[src/rtl/occupancy_counter.sv]
// Lot occupancy counter with edge-detected enter/exit events, a status FSM and sticky faults.
// Latency 1 from event edge to count/flags; optional peak register under PEAK_TRACK_EN.
module occupancy_counter #(
  parameter int CAPACITY  = 16,
  parameter int CNT_W     = 5,
  parameter int NEAR_FULL = 2
) (
  input  logic             clk,
  input  logic             rst,
  input  logic             car_enter,
  input  logic             car_exit,
  input  logic             clr,
  input  logic             err_clr,
  output logic [CNT_W-1:0] count,
  output logic [CNT_W-1:0] free,
  output logic             empty,
  output logic             near_full,
  output logic             full,
  output logic             entry_allow,
  output logic             err_overflow,
`ifdef PEAK_TRACK_EN
  output logic [CNT_W-1:0] peak,
`endif
  output logic             err_underflow
);

  localparam logic [CNT_W-1:0] CAP_C   = CNT_W'(CAPACITY);
  localparam logic [CNT_W-1:0] LIMIT_C = CNT_W'(CAPACITY - NEAR_FULL);

  typedef enum logic [1:0] {
    ST_OPEN    = 2'd0,
    ST_LIMITED = 2'd1,
    ST_FULL    = 2'd2,
    ST_FAULT   = 2'd3
  } state_t;

  state_t           state_q, state_d;
  logic [CNT_W-1:0] count_q, count_d;
  logic [CNT_W-1:0] free_q;
  logic             empty_q, full_q, near_full_q, entry_allow_q;
  logic             err_ovf_q, err_ovf_d;
  logic             err_unf_q, err_unf_d;
  logic             enter_q, exit_q;
  logic             inc, dec;
  logic             ovf_set, unf_set;
  state_t           count_state;

  assign inc = car_enter & ~enter_q;
  assign dec = car_exit & ~exit_q;

  always_comb begin
    count_d = count_q;
    ovf_set = 1'b0;
    unf_set = 1'b0;
    if (clr) begin
      count_d = '0;
    end else if (inc && dec) begin
      count_d = count_q;
    end else if (inc) begin
      if (count_q < CAP_C) count_d = count_q + 1'b1;
      else                 ovf_set = 1'b1;
    end else if (dec) begin
      if (count_q != '0) count_d = count_q - 1'b1;
      else               unf_set = 1'b1;
    end
  end

  // A fault raised in the same cycle as err_clr must survive the clear.
  assign err_ovf_d = ovf_set | (err_ovf_q & ~err_clr);
  assign err_unf_d = unf_set | (err_unf_q & ~err_clr);

  always_comb begin
    count_state = ST_OPEN;
    if (count_d == CAP_C)       count_state = ST_FULL;
    else if (count_d >= LIMIT_C) count_state = ST_LIMITED;
  end

  always_comb begin
    state_d = state_q;
    case (state_q)
      ST_OPEN, ST_LIMITED, ST_FULL: begin
        if (err_ovf_d || err_unf_d) state_d = ST_FAULT;
        else                        state_d = count_state;
      end
      ST_FAULT: begin
        if (!err_ovf_d && !err_unf_d) state_d = count_state;
      end
      default: state_d = ST_FAULT;
    endcase
  end

  always_ff @(posedge clk) begin
    if (!rst) begin
      state_q       <= ST_OPEN;
      count_q       <= '0;
      free_q        <= CAP_C;
      empty_q       <= 1'b1;
      full_q        <= 1'b0;
      near_full_q   <= 1'b0;
      entry_allow_q <= 1'b1;
      err_ovf_q     <= 1'b0;
      err_unf_q     <= 1'b0;
      enter_q       <= 1'b0;
      exit_q        <= 1'b0;
    end else begin
      state_q       <= state_d;
      count_q       <= count_d;
      free_q        <= CAP_C - count_d;
      empty_q       <= (count_d == '0);
      full_q        <= (count_d == CAP_C);
      near_full_q   <= (state_d == ST_LIMITED);
      entry_allow_q <= (state_d == ST_OPEN) || (state_d == ST_LIMITED);
      err_ovf_q     <= err_ovf_d;
      err_unf_q     <= err_unf_d;
      enter_q       <= car_enter;
      exit_q        <= car_exit;
    end
  end

`ifdef PEAK_TRACK_EN
  logic [CNT_W-1:0] peak_q;

  // High-water mark survives clr and err_clr; only rst clears it.
  always_ff @(posedge clk) begin
    if (!rst) begin
      peak_q <= '0;
    end else if (count_d > peak_q) begin
      peak_q <= count_d;
    end
  end

  assign peak = peak_q;
`endif

  assign count         = count_q;
  assign free          = free_q;
  assign empty         = empty_q;
  assign full          = full_q;
  assign near_full     = near_full_q;
  assign entry_allow   = entry_allow_q;
  assign err_overflow  = err_ovf_q;
  assign err_underflow = err_unf_q;

endmodule

[config.mk]
export PLATFORM = sky130hd
export DESIGN_NAME = occupancy_counter
export DESIGN_NICKNAME = d
export VERILOG_FILES = /design/src/rtl/occupancy_counter.sv
export SDC_FILE = /design/constraint.sdc
export NUM_CORES = 1
export LEC_CHECK = 0
export ABC_AREA = 1
export CORE_AREA = 5 5 52 54
export DETAILED_ROUTE_END_ITERATION = 6
export DIE_AREA = 0 0 57 59
export PLACE_DENSITY = 0.74
export SLEW_MARGIN = 10
export SYNTH_ARGS = -nofsm -noshare
export SYNTH_HDL_FRONTEND = slang
export SYNTH_SLANG_ARGS = --single-unit
export TNS_END_PERCENT = 30
[constraint.sdc]
create_clock -name clk -period 2.95 [get_ports clk]
set_clock_uncertainty 0.05 [all_clocks]
set_input_delay 0.295 -clock clk [delete_from_list [all_inputs] [get_ports clk]]
set_output_delay 0.295 -clock clk [all_outputs]
set_load 0.01 [all_outputs]
# After elaboration in Yosys (flattened, before gate mapping)
# Cells that the tools add are included.
[totals]
register_bits = 20
word_cells = 61
input_bits = 6
out_inout_bits = 16
[op_classes]
magnitude_cmp = 2
n_reduce_logical = 11
n_bitwise = 9
mux = 20
n_eq_ne = 5
n_addsub = 3
[op_table]
columns = ["op", "n"]
rows = [
  ["5-bit 2-to-1 mux", 6],
  ["1-bit 2-to-1 mux", 10],
  ["2-bit 2-to-1 mux", 3],
  ["5-bit by 1-bit adder with 5-bit output, second input constant", 1],
  ["5-bit == test, second input constant", 1],
  ["5-bit by 4-bit >= comparator with 1-bit output, second input constant", 1],
  ["5-bit logical NOT", 1],
  ["5-bit less-than comparator, second input constant", 1],
  ["5-bit nonzero test", 1],
  ["5-bit by 1-bit subtractor with 5-bit output, second input constant", 1],
  ["5-bit subtractor, first input constant", 1],
  ["1-bit AND", 4],
  ["2-bit by 1-bit == test with 1-bit output, second input constant", 2],
  ["2-bit == test, second input constant", 2],
  ["2-bit logical NOT", 2],
  ["2-bit one-hot mux with 2 select lines", 1],
  ["1-bit inverter", 3],
  ["3-bit OR reduction", 1],
  ["1-bit logical AND", 2],
  ["1-bit logical NOT", 2],
  ["1-bit logical OR", 2],
  ["1-bit OR", 2],
]

# Longest topological paths before layout
[depth]
ltp_word = 13
depth_mapped = 16
mapped_depth_nobuf = 16

# Worst setup path after synthesis
# Ideal clock, no wire load.
[synth_timing]
path_kind = "reg2reg"
start = "register count_q[0] (netlist: count[0])"
end = "register empty_q (netlist: empty)"
setup_ns = 0.123
arrival_time_ns = 1.975
path_slack_ns = 0.802
stages_incl_launch_ff = 12
t_required_ns = 2.777
synth_period_minus_slack_ns = 2.148
path_buffers = 0
path_cell_list = "dfxtp_1 inv_1 ha_1 nand3_1 nand2_1 nand3_1 nand3_2 ha_1 nand2_1 a21oi_1 ha_1 or2_2"
[synth_between]
elab_chain_cells = 7
elab_cells_between_ends = 11
cone_classes = "add/sub: 2; order compare: 1; mux: 6; reduce/logical: 2"
[synth_rtl]
columns = ["item", "line", "text"]
rows = [
  ["start: declaration", "38", "logic [CNT_W-1:0] count_q, count_d;"],
  ["start signal: assignment", "107", "count_q <= count_d;"],
  ["5-bit by 1-bit subtractor with 5-bit output / 5-bit nonzero test (equally long branches)", "63", "if (count_q != '0) count_d = count_q - 1'b1;"],
  ["5-bit 2-to-1 mux", "63", ""],
  ["5-bit 2-to-1 mux", "62", "end else if (dec) begin"],
  ["5-bit 2-to-1 mux", "59", "end else if (inc) begin"],
  ["5-bit 2-to-1 mux (*)", "57", "end else if (inc && dec) begin"],
  ["5-bit 2-to-1 mux (*)", "55", "if (clr) begin"],
  ["5-bit logical NOT (*)", "109", "empty_q <= (count_d == '0);"],
  ["end signal: assignment", "109", ""],
  ["end: declaration", "40", "logic empty_q, full_q, near_full_q, entry_allow_q;"],
]
# Mark *: on every way between the ends. The rest lies on a longest branch, timed or not.
# A chain may end at the register's enable or synchronous reset.

# Final worst setup path
[layout_timing]
start = "register count_q[0] (netlist: count[0])"
end = "register entry_allow_q (netlist: entry_allow)"
[layout_between]
elab_cells_between_ends = 35
cone_classes = "add/sub: 2; order compare: 2; eq/ne: 2; mux: 20; bitwise: 2; reduce/logical: 7"
[layout_lines]
columns = ["item", "line", "text"]
rows = [
  ["5-bit by 1-bit subtractor with 5-bit output / 5-bit nonzero test (equally long branches)", "63", ""],
  ["5-bit 2-to-1 mux", "63", ""],
  ["5-bit 2-to-1 mux", "62", ""],
  ["5-bit 2-to-1 mux", "59", ""],
  ["5-bit 2-to-1 mux (*)", "57", ""],
  ["5-bit 2-to-1 mux (*)", "55", ""],
  ["5-bit == test (*)", "74", "if (count_d == CAP_C) count_state = ST_FULL;"],
  ["2-bit 2-to-1 mux (*)", "74", ""],
  ["net count_state[1]", "46", "state_t count_state;"],
  ["2-bit 2-to-1 mux, on equally long branches", "86, 82", ""],
  ["2-bit one-hot mux with 2 select lines (*)", "80", "case (state_q)"],
  ["2-bit by 1-bit == test with 1-bit output / 2-bit logical NOT (equally long branches)", "112", "entry_allow_q <= (state_d == ST_OPEN) || (state_d == ST_LIMITED);"],
  ["1-bit logical OR (*)", "112", ""],
  ["end signal: assignment", "112", ""],
  ["end: declaration", "40", ""],
]
# The timed path passes the listed nets; every way through them passes the cells marked *.

==> reports/metrics.yaml <==
fin_util_pct: 57.6
synthDistinctLibCells: 25
rsz0062_at_grt: "no"
gr-usage-all-layers_pct: 13.3
cts_made_buffers: 3
syn_nets: 159
ys_seq_area_share_pct: 34.0
min_period_ps: 2370
worstPathRequired_ps: 3090
use_met3_pct: 1.96
hold_buffers: 0
h-tree-depth: 1
p_per_area_nw_per_um2: 404
start_util_pct: 46.1
grt_pass1_wl_um: 3590
dpl_cell_area_sq_um: 1220
drc_errors: 0
fp-row-count: 17
r2r_start: "count[0]"
holdWs_ps: 485
die_h_um: 59
crit_fanout: 7
crit_start: "count[0]"
root_buffer: "clkbuf_4"
maxCapViolations: 0
post_cts_resized: 0
worstSkewPairLatency_ps: 290
synthesis.area_per_instance_sq_um: 6.81
critPathKind: "reg2reg"
drt_iter0_drc: 21
area_growth_pct: 24.9
dp_hpwl_um: 1650
die-area_sq_um: 3360
relSlewSlack_pct: 76.4
grtUsageMet1_pct: 15.0
vias: 951
hold_viol: 0
worst_slew_pin_slew_ps: 353
final_area_sq_um: 1250
layout_common_cells: "42 x nand2_1, 21 x clkdlybuf4s50_1, 18 x inv_1, 17 x nor2_1, 17 x dfxtp_1"
ios: 22
vias_per_cell: 4.83
clk_path_buf_depth: 2
place_congestion: 0.886
wl_per_cell_um: 10.7
grt_max_degree: 11
diodes: 0
setup_viol: 0
cp.arrival_ps: 2500
drive_gt1_share_pct: 14.2
clkTransAtPathRegs_ps: 100
nNetsFinal: 182
drtAntennaViolNets: 0
first_global_vias: 865
core_sq_um: 2170
io_buffers: 21
drt-total-wl_um: 2100
setup_tns_ps: 0
synth-seq-cells: 17
cts_setup_buffers: 0
use_met2_pct: 23.8
cts_tree: "built"
overflow: 0
dr.pass1.iters: 4
cts_sinks: 17
power.leakage_nw: 0.650
final_common_cell: "nand2_1"
antenna_found_initial: 0
min_path_type: "reg2reg"
start_kind: "flip-flop"
run_status: "finished clean"
synth_area_sq_um: 1000
grt-busiest-layer: "met2"
max_freq_ghz: 0.423
vdd_drop_max_mv: 0.363
yosys_warnings: 0
synthCells: 147
critPathCaptureType: "flip-flop"
min_from: "err_underflow"
die_width_um: 57
slew_violations: 0
period_share_pct: 80.2
## per-stage QoR
| stage | cells | setup slack (ps) | power [mW] |
|---|---|---|---|
| 6_report | 197 | 585 | 0.505 |
| 3_5_place_dp | 193 | 392 | 0.388 |
| 4_1_cts | 197 | 613 | 0.513 |
| 5_1_grt | 197 | 378 | 0.541 |
| 3_3_place_gp | 193 | 452 | 0.385 |
| 2_1_floorplan | 147 | 802 | 0.342 |
## cells by family (layout without fill, tap and decap cells)
kind of cell | Yosys count | in the layout | share of synthesized area (%)
AOI/OAI and AO/OA | 6 | 6 | 3.37
buffers and inverters | 28 | 50 | 11.7
and+or+nand+nor | 90 | 90 | 43.4
DFF | 17 | 17 | 34.0
adders and majority gates | 6 | 6 | 7.50
## per-layer routing
layer | share of wire, % | up-vias
met5 | 0 | -
met3 | 5.8 | 7
met4 | 2.9 | 0
met1 | 44 | 418
met2 | 47 | 35
li1 | - | 491
## worst max-delay path, stage by stage, from the launching register on
cell and delay, ps:
dfxtp_1 470, inv_1 110, ha_1 270, nand3_1 150, nand2_1 100, nand3_1 110, nand2_2 70, nand2_4 80
ha_1 180, nand2_1 80, a21oi_1 190, ha_1 200, nor2_1 50, nand2_1 90, nand2_1 60
## where the power goes
| group | leakage, nW | internal, mW | switching (mW) |
|---|---|---|---|
| logic | 0.493 | 0.0578 | 0.0716 |
| clock network | 0.0177 | 0.0505 | 0.0711 |
| registers | 0.139 | 0.243 | 0.0104 |
## Yosys cell counts (all sizes together)
cell | count | area [sq um]
buf | 3 | 23.8
dfxtp | 17 | 340
nor2 | 23 | 125
or2 | 1 | 6.26
nand3 | 12 | 65.1
inv | 24 | 90.1
nor3 | 1 | 5.00
and3 | 1 | 6.26
nand2 | 48 | 200
clkinv | 1 | 3.75
o21ai | 2 | 10.0
nand4 | 3 | 18.8
a32oi | 1 | 8.76
nand3b | 1 | 7.51
ha | 6 | 75.1
a21oi | 3 | 15.0
## worst paths after layout
path | end | slack, ps | cells after the start
min | err_underflow | 480 | 2
min reg2reg | err_underflow | 480 | 2
max reg2reg | entry_allow | 580 | 14
max | entry_allow | 580 | 14
## final cells by class
| class | count | area [sq um] |
|---|---|---|
| fillers | 223 | 920 |
| well taps | 28 | 35.0 |
| flip-flops and latches | 17 | 340 |
| repair buffers | 21 | 210 |
| multi-input cells | 102 | 543 |
| inverters | 25 | 93.8 |
| clock inverters | 1 | 5.00 |
| clock buffers | 3 | 22.5 |
## state kept, by name (all words and copies together) (netlist names)
name,count
empty,1
err_overflow,1
count,5
full,1
enter_q,1
free,4
exit_q,1
near_full,1
entry_allow,1
err_underflow,1
Note: power is estimated with default switching activity, not from simulation.
